**config.mk**
```make
export PLATFORM = sky130hd
export DESIGN_NAME = timing_480p_flat
export DESIGN_NICKNAME = d
export VERILOG_FILES = /design/src/rtl/timing_480p_if.sv /design/src/rtl/timing_480p.sv /design/src/flat_wrapper.sv
export SDC_FILE = /design/constraint.sdc
export NUM_CORES = 1
export LEC_CHECK = 0
export BUFFER_PORTS_ARGS = -buffer_cell sky130_fd_sc_hd__buf_2
export CAP_MARGIN = 20
export CORE_UTILIZATION = 58
export DETAILED_ROUTE_END_ITERATION = 12
export GPL_ROUTABILITY_DRIVEN = 0
export MAX_ROUTING_LAYER = met4
export PLACE_DENSITY = 0.93
export SYNTH_ARGS = -nofsm -noshare
export SYNTH_HDL_FRONTEND = slang
export SYNTH_SLANG_ARGS = --single-unit
```
**constraint.sdc**
```tcl
create_clock -name clk_pix -period 4.5 [get_ports clk_pix]
set_input_delay 0.45 -clock clk_pix [delete_from_list [all_inputs] [get_ports clk_pix]]
set_output_delay 0.45 -clock clk_pix [all_outputs]
set_load 0.1 [all_outputs]
```
**src/rtl/timing_480p_if.sv**
```systemverilog
// Video timing bundle between the 640x480 timing generator and its consumers.
// The master is the timing generator; the slave is the painter or encoder side.
interface timing_480p_if;
  logic        en;
  logic [9:0]  sx;
  logic [9:0]  sy;
  logic        de;
  logic        hsync;
  logic        vsync;
  logic        line;
  logic        frame;
  logic        de_d;
  logic        hsync_d;
  logic        vsync_d;
  logic [15:0] frame_cnt;

  modport master (
    input  en,
    output sx, sy, de, hsync, vsync, line, frame,
    output de_d, hsync_d, vsync_d, frame_cnt
  );

  modport slave (
    output en,
    input  sx, sy, de, hsync, vsync, line, frame,
    input  de_d, hsync_d, vsync_d, frame_cnt
  );
endinterface

```
**src/rtl/timing_480p.sv**
```systemverilog
// 640x480@60 raster timing generator with registered decodes and a sync/DE delay line.
// Optional frame counter is built only when TIMING_480P_FRAME_CNT_EN is defined.
module timing_480p #(
  parameter int H_ACTIVE = 640,
  parameter int H_FP     = 16,
  parameter int H_SYNC   = 96,
  parameter int H_BP     = 48,
  parameter int V_ACTIVE = 480,
  parameter int V_FP     = 10,
  parameter int V_SYNC   = 2,
  parameter int V_BP     = 33,
  parameter bit SYNC_POL = 1'b0,
  parameter int PIPE_DLY = 1
) (
  input  logic          clk_pix,
  input  logic          rst_n,
  timing_480p_if.master vid
);

  localparam int H_TOTAL    = H_ACTIVE + H_FP + H_SYNC + H_BP;
  localparam int V_TOTAL    = V_ACTIVE + V_FP + V_SYNC + V_BP;
  localparam int H_SYNC_BEG = H_ACTIVE + H_FP;
  localparam int H_SYNC_END = H_ACTIVE + H_FP + H_SYNC;
  localparam int V_SYNC_BEG = V_ACTIVE + V_FP;
  localparam int V_SYNC_END = V_ACTIVE + V_FP + V_SYNC;
  localparam logic [9:0] H_LAST = 10'(H_TOTAL - 1);
  localparam logic [9:0] V_LAST = 10'(V_TOTAL - 1);

  if (H_TOTAL > 1024) begin : g_bad_h_total
    $error("timing_480p: H_TOTAL exceeds 1024");
  end
  if (V_TOTAL > 1024) begin : g_bad_v_total
    $error("timing_480p: V_TOTAL exceeds 1024");
  end
  if ((PIPE_DLY < 0) || (PIPE_DLY > 4)) begin : g_bad_pipe_dly
    $error("timing_480p: PIPE_DLY must be 0..4");
  end

  logic [9:0] sx_q, sy_q;
  logic [9:0] sx_nxt, sy_nxt;
  logic       de_q, hs_q, vs_q, line_q, frame_q;
  logic       de_nxt, hs_nxt, vs_nxt, line_nxt, frame_nxt;

  // Decodes come from the next counter values so that, once registered,
  // they line up with the sx/sy presented in the same cycle.
  always_comb begin
    sx_nxt = sx_q + 10'd1;
    sy_nxt = sy_q;
    if (sx_q == H_LAST) begin
      sx_nxt = '0;
      sy_nxt = (sy_q == V_LAST) ? '0 : sy_q + 10'd1;
    end
    de_nxt    = (int'(sx_nxt) < H_ACTIVE) && (int'(sy_nxt) < V_ACTIVE);
    hs_nxt    = ((int'(sx_nxt) >= H_SYNC_BEG) && (int'(sx_nxt) < H_SYNC_END))
                ? SYNC_POL : ~SYNC_POL;
    vs_nxt    = ((int'(sy_nxt) >= V_SYNC_BEG) && (int'(sy_nxt) < V_SYNC_END))
                ? SYNC_POL : ~SYNC_POL;
    line_nxt  = (sx_nxt == '0);
    frame_nxt = (sx_nxt == '0) && (sy_nxt == '0);
  end

  always_ff @(posedge clk_pix or negedge rst_n) begin
    if (!rst_n) begin
      sx_q    <= H_LAST;
      sy_q    <= V_LAST;
      de_q    <= 1'b0;
      hs_q    <= ~SYNC_POL;
      vs_q    <= ~SYNC_POL;
      line_q  <= 1'b0;
      frame_q <= 1'b0;
    end else if (vid.en) begin
      sx_q    <= sx_nxt;
      sy_q    <= sy_nxt;
      de_q    <= de_nxt;
      hs_q    <= hs_nxt;
      vs_q    <= vs_nxt;
      line_q  <= line_nxt;
      frame_q <= frame_nxt;
    end
  end

  assign vid.sx    = sx_q;
  assign vid.sy    = sy_q;
  assign vid.de    = de_q;
  assign vid.hsync = hs_q;
  assign vid.vsync = vs_q;
  assign vid.line  = line_q;
  assign vid.frame = frame_q;

  // Delay line advances only with en so it stays coherent with a painter
  // that stalls on the same enable.
  if (PIPE_DLY == 0) begin : g_no_dly
    assign vid.de_d    = de_q;
    assign vid.hsync_d = hs_q;
    assign vid.vsync_d = vs_q;
  end else begin : g_dly
    logic [2:0] pipe [PIPE_DLY];

    always_ff @(posedge clk_pix or negedge rst_n) begin
      if (!rst_n) begin
        for (int i = 0; i < PIPE_DLY; i++) begin
          pipe[i] <= {1'b0, ~SYNC_POL, ~SYNC_POL};
        end
      end else if (vid.en) begin
        pipe[0] <= {de_q, hs_q, vs_q};
        for (int i = 1; i < PIPE_DLY; i++) begin
          pipe[i] <= pipe[i-1];
        end
      end
    end

    assign {vid.de_d, vid.hsync_d, vid.vsync_d} = pipe[PIPE_DLY-1];
  end

`ifdef TIMING_480P_FRAME_CNT_EN
  logic [15:0] fcnt_q;

  // Counts on the edge that presents frame=1, so the first frame reads 1.
  always_ff @(posedge clk_pix or negedge rst_n) begin
    if (!rst_n) begin
      fcnt_q <= '0;
    end else if (vid.en && frame_nxt) begin
      fcnt_q <= fcnt_q + 16'd1;
    end
  end

  assign vid.frame_cnt = fcnt_q;
`else
  assign vid.frame_cnt = '0;
`endif

endmodule

```
**src/flat_wrapper.sv**
```systemverilog
// flat-port wrapper written by rule: the top's interface ports become plain ports
module timing_480p_flat 
#(
  parameter int H_ACTIVE = 640,
  parameter int H_FP     = 16,
  parameter int H_SYNC   = 96,
  parameter int H_BP     = 48,
  parameter int V_ACTIVE = 480,
  parameter int V_FP     = 10,
  parameter int V_SYNC   = 2,
  parameter int V_BP     = 33,
  parameter bit SYNC_POL = 1'b0,
  parameter int PIPE_DLY = 1
)
  (clk_pix, rst_n, vid_en, vid_sx, vid_sy, vid_de, vid_hsync, vid_vsync, vid_line, vid_frame, vid_de_d, vid_hsync_d, vid_vsync_d, vid_frame_cnt);
  timing_480p_if vid_i ();
  input  logic clk_pix;
  input  logic rst_n;
  input wire logic [$bits(vid_i.en)-1:0] vid_en;
  output wire logic [$bits(vid_i.sx)-1:0] vid_sx;
  output wire logic [$bits(vid_i.sy)-1:0] vid_sy;
  output wire logic [$bits(vid_i.de)-1:0] vid_de;
  output wire logic [$bits(vid_i.hsync)-1:0] vid_hsync;
  output wire logic [$bits(vid_i.vsync)-1:0] vid_vsync;
  output wire logic [$bits(vid_i.line)-1:0] vid_line;
  output wire logic [$bits(vid_i.frame)-1:0] vid_frame;
  output wire logic [$bits(vid_i.de_d)-1:0] vid_de_d;
  output wire logic [$bits(vid_i.hsync_d)-1:0] vid_hsync_d;
  output wire logic [$bits(vid_i.vsync_d)-1:0] vid_vsync_d;
  output wire logic [$bits(vid_i.frame_cnt)-1:0] vid_frame_cnt;
  assign vid_i.en = vid_en;
  assign vid_sx = vid_i.sx;
  assign vid_sy = vid_i.sy;
  assign vid_de = vid_i.de;
  assign vid_hsync = vid_i.hsync;
  assign vid_vsync = vid_i.vsync;
  assign vid_line = vid_i.line;
  assign vid_frame = vid_i.frame;
  assign vid_de_d = vid_i.de_d;
  assign vid_hsync_d = vid_i.hsync_d;
  assign vid_vsync_d = vid_i.vsync_d;
  assign vid_frame_cnt = vid_i.frame_cnt;
  timing_480p #(.H_ACTIVE(H_ACTIVE), .H_FP(H_FP), .H_SYNC(H_SYNC), .H_BP(H_BP), .V_ACTIVE(V_ACTIVE), .V_FP(V_FP), .V_SYNC(V_SYNC), .V_BP(V_BP), .SYNC_POL(SYNC_POL), .PIPE_DLY(PIPE_DLY)) u_core (.clk_pix(clk_pix), .rst_n(rst_n), .vid(vid_i));
endmodule
```
# Yosys cells after proc, flatten, opt, wreduce, memory -nomap -nowiden
# Index checks and enable logic that the tools add are counted.
# Widths: inputs -> output; s select.
# totals
out_inout_bits,44
rom_bits,0
elab_cells,29
memories,0
ramBits,0
register_bits,28
latch_bits,0
input_bits,3
# classes
eq_ne,2
multipliers,0
n_shift,0
muxes,5
addsub,2
reduce_logical,6
bitwise_logic,0
n_lt_le_gt_ge,6
n_div,0
# ops
cell,n
$mux 10,3
$add 10x1->10 const B,2
$eq 10x10->1 const B,2
$logic_not 10->1,2
$lt 10x10->1 const B,2
$lt 10x9->1 const B,2
$ge 10x10->1 const B,1
$ge 10x9->1 const B,1
$logic_and 1x1->1,4
$mux 1,2

# Logic depth before layout (Yosys ltp)
# depth
ltp_word,6
depth_mapped,8

# Worst setup path after synthesis
# OpenSTA, ideal clock, no wires.
# synth_path
kind,register -> register
start,"reg u_core.sy_q[1], in the netlist u_core.vid.sy[1]"
end,"reg u_core.frame_q, in the netlist u_core.vid.frame"
path_buffers,1
setup_slack_ns,1.617
setup_time_ns,0.095
arrival_ns,2.788
path_stages_with_launch,8
cell_sequence,dfrtp_1 -> ha_1 -> clkdlybuf4s50_2 -> nand4_1 -> nor3_1 -> xnor2_1 -> nand4_1 -> o32ai_2
# synth_between
elab_chain_cells,5
elab_cells_between_ends,6
classes_between,1 x add/sub; 1 x eq/ne; 2 x mux; 2 x reduce/logical
# synth_lines
element,line,text
"start, declared",timing_480p.sv:39,"logic [9:0] sx_q, sy_q;"
"start signal, assigned",timing_480p.sv:73,sy_q <= sy_nxt;
$add 10x1->10 / $eq 10x10->1 (equally long branches),timing_480p.sv:51,sy_nxt = (sy_q == V_LAST) ? '0 : sy_q + 10'd1;
$mux 10,timing_480p.sv:51,
$mux 10 (*),timing_480p.sv:49,if (sx_q == H_LAST) begin
$logic_not 10->1 (*),timing_480p.sv:59,frame_nxt = (sx_nxt == '0) && (sy_nxt == '0);
$logic_and 1x1->1 (*),timing_480p.sv:59,
"end signal, assigned",timing_480p.sv:78,frame_q <= frame_nxt;
"end, declared",timing_480p.sv:41,"logic de_q, hs_q, vs_q, line_q, frame_q;"
# Every way passes the cells marked *; elsewhere a longest branch is shown, timed or not.
# A chain may end at the register's enable or synchronous reset.

# Worst setup path after layout
# layout_path
start,"reg u_core.sx_q[0], in the netlist u_core.vid.sx[0]"
end,"reg u_core.frame_q, in the netlist u_core.vid.frame"
# layout_between
elab_chain_cells,4
elab_cells_between_ends,7
classes_between,1 x add/sub; 1 x eq/ne; 2 x mux; 3 x reduce/logical
# layout_lines
element,line,text
"start, declared",timing_480p.sv:39,
"start signal, assigned",timing_480p.sv:72,sx_q <= sx_nxt;
$add 10x1->10 / $eq 10x10->1 (equally long branches),"timing_480p.sv:47, timing_480p.sv:49",
$mux 10,timing_480p.sv:49,
$logic_not 10->1,timing_480p.sv:59,
$logic_and 1x1->1 (*),timing_480p.sv:59,
# Marks and branches as above.

==> metrics.md <==
| Metric | Value |
|---|---|
| Post-synthesis compound-gate area fraction | 15.3% |
| Distinct cells, synth | 50 |
| Post-synth EDFFs | 0 |
| Syn. warnings | 0 |
| Main synth FF type | dfstp_2 |
| Wire per inst | 13.8 um |
| Static leakage | 0.809 nW |
| Die Wd | 60.7 um |
| Reg clk slew, reported paths | 0.16 ns |
| Final WL | 3.87 mm |
| Die area | 3680 sq um |
| CTS root buffer | clkbuf_4 |
| Top Ports | 47 |
| Register Area | 718 sq um |
| Share of the synthesized area in the top cell type | 18.4% |
| IO buf count | 30 |
| Core area | 3150 sq um |
| Area growth syn-to-layout | 2.38% |
| Rows | 20 |
| Status | complete, no violations |
| Xor and xnor fraction of the mapped netlist area | 7.01% |
| N_diodes | 0 |
| Post-Route Setup TNS | 0 ns |
| Crit-path max FO | 10 |
| Filler Cell Count | 282 |
| RSZ-0062 raised after global routing | false |
| Final period utilization | 62.3% |
| Final Skew | 0.00895 ns |
| Initial antenna violation count | 0 |
| Vias | 1615 |
| Hold Violations, Final | 0 |
| Register area share after synthesis | 35.9% |
| Syn Inst Count | 217 |
| Simple-Gate Fraction of Synth Area | 20.2% |
| First-pass GRT wire length | 6.58 mm |
| Top cells by area, synth | dfstp_2 (18%), dfrtp_1 (18%), buf_4 (6.4%) |
| Post-route ant nets | 0 |
| GR Util All Layers | 24.5% |
| Pwr/cell area | 460 nW/um^2 |
| Arr. time, crit path | 3.05 ns |
| Final min period | 2.80 ns |
| CTS HTree Levels | 1 |
| Final #Nets | 243 |
| Flop pwr share | 38.3% |
| Fin worst setup slack | 1.70 ns |
| Clock Power Share | 13.3% |
| # resized after CTS | 0 |
| Largest stage delay, worst path | 0.60 ns |
| Starting Density | 63.4% |
| Pre-CTS WS | 1.83 ns |
| Post-synthesis mux area share | 4.95% |
| Drt via density | 5.77 |
| Clock Sinks | 28 |
| TritonCTS clock tree | yes |
| CP Capture Type | register |
| Largest net degree at the start of global routing | 29 |
| Router iterations before antenna repair | 4 |
| Worst path most repeated cell | nand4_1 |
| Combinational share of power | 48.4% |
| Die Height | 60.7 um |
| CP Launch Type | register |
| Max-cap viol count | 0 |
| Vias in the first global route | 1363 |
| Inserted Clock Buffers | 3 |
| Final setup fails | 0 |
| Synthesized flop and latch total | 28 |
| Switch Pwr | 514 uW |
| Setup bufs post-CTS | 0 |
| Post-CTS Hold Fix Bufs | 0 |
| Achievable Freq | 357 MHz |
| Most common library cells after synthesis | buf_4 (17), nand2_1 (17), o21ai_0 (15) |
| Worst-margin pin slew | 0.810 ns |
| Multi-input gate area | 1040 sq um |
| Sw Ratio | 54.6% |
| Main combinational cell family by area after synthesis | simple AND/OR/NAND/NOR gates |
| Layout cells sized above 1 | 25.8% |
| Adder-Cell Fraction of Synth Area | 1.88% |
| Pint | 427 uW |
| HP Class | in -> async |
| Critical Path RT | 4.75 ns |
| Worst skew pair latency | 0.33 ns |
| Cell taking the most area after synthesis | dfstp_2 |
| Synth Area per Inst | 9.21 sq um |
| DR iter-0 viols | 108 |
| Max transition margin | 45.6% |
| Critical-path top delay cell | or3_1 |
| Longest Clk Path Bufs | 2 |
| Grt total ovfl | 0 |
| DP Wirelength | 2.66 mm |
| Max Slew Vio Count | 0 |
| Critical path type | reg -> reg |
| CP Cell Sequence | ha_1, nand4_1, or3_1, nor3_1, xnor2_1, nand4_1, o32ai_2 |
| DRC | 0 |
| Post-Syn Area | 2000 sq um |
| Max VDD drop | 0.454 mV |
| Ys async rst share | 100% |
[critical path: cells and delay by family (launching register included)]
| family | cells | cell delay, ns |
|---|---|---|
| and+or+nand+nor | 4 | 1.37 |
| DFF | 1 | 0.59 |
| adders and majority gates | 1 | 0.27 |
| xor gates and xnor gates | 1 | 0.26 |
| AOI/OAI and AO/OA | 1 | 0.23 |
[layout by cell type (no fill, tap or decap), drive strengths merged, types with 4 or more instances in the layout]
cell / n
a21oi: 4
a31oi: 9
buf: 30
clkbuf: 4
conb: 16
dfrtp: 14
dfstp: 14
inv: 11
mux2: 7
nand2: 17
nand3: 11
nand4: 4
nor2: 10
nor3: 12
nor4: 4
o21ai: 15
o31ai: 4
xnor2: 13
[cell type report]
class | instances | share of cell area, %
Clock buffer | 4 | 1.77
Tap cell | 44 | 2.69
Timing Repair Buffer | 30 | 7.34
Inverter | 11 | 2.02
Sequential cell | 28 | 35.1
Multi-Input combinational cell | 163 | 51.1
[path summary, 6_finish.rpt]
kind,start,endpoint,slack [ns],depth (start not counted)
min in group clk_pix,u_core.vid.hsync,u_core.vid.hsync,0.51,2
max,u_core.vid.sx[0],u_core.vid.frame,1.70,7
min reg2reg,u_core.vid.hsync,u_core.vid.hsync,0.51,2
min,rst_n,u_core.vid.sy[0],0.08,1
max reg2reg,u_core.vid.sx[0],u_core.vid.frame,1.70,7
max in group asynchronous,rst_n,u_core.vid.sx[3],4.02,1
[logic make-up (layout without fill, tap and decap cells)]
group / Yosys count / count (layout)
and+or+nand+nor: 73 / 73
AOI/OAI and AO/OA: 46 / 46
buffers and inverters: 41 / 45
DFF: 28 / 28
xor gates and xnor gates: 16 / 16
muxes: 9 / 9
adders and majority gates: 3 / 3
other: 1 / 16
[power groups by stage]
| stage | Clock, mW | Combinational [mW] | Sequential (mW) |
|---|---|---|---|
| finish | 0.126 | 0.455 | 0.361 |
| detailed placement | 0 | 0.452 | 0.363 |
| CTS | 0.130 | 0.455 | 0.359 |
| global placement | 0 | 0.448 | 0.359 |
| global route | 0.136 | 0.478 | 0.367 |
| floorplan | 0 | 0.218 | 0.574 |
[metal layers]
layer	global-route usage [%]	vias to the layer above	wire length, um
met1	37.3	734	1880
li1	-	789	-
met5	-	-	0
met3	2.13	12	260
met4	9.09	0	88
met2	33.4	80	1640
[flip-flops by register name (all words and copies together), names as in the netlist]
name and cells:
u_core.vid.frame 1, u_core.vid.de 1, u_core.vid.sx 10, u_core.g_dly.pipe 3
u_core.vid.vsync 1, u_core.vid.sy 10, u_core.vid.line 1, u_core.vid.hsync 1
[stage by stage]
| step | instances | instance area, sq um | util (%) | hold WS [ns] | power [mW] |
|---|---|---|---|---|---|
| floorplan | 232 | 2050 | - | 0.154 | 0.792 |
| finish | 280 | 2050 | 64.9 | 0.0816 | 0.941 |
| global route | 280 | 2050 | 64.9 | 0.153 | 0.981 |
| detailed placement | 276 | 2010 | 63.7 | 0.486 | 0.815 |
| global placement | 276 | 2010 | 63.7 | 0.484 | 0.808 |
| CTS | 280 | 2050 | 64.9 | 0.115 | 0.944 |
Note: power is estimated with default switching activity, not from simulation.
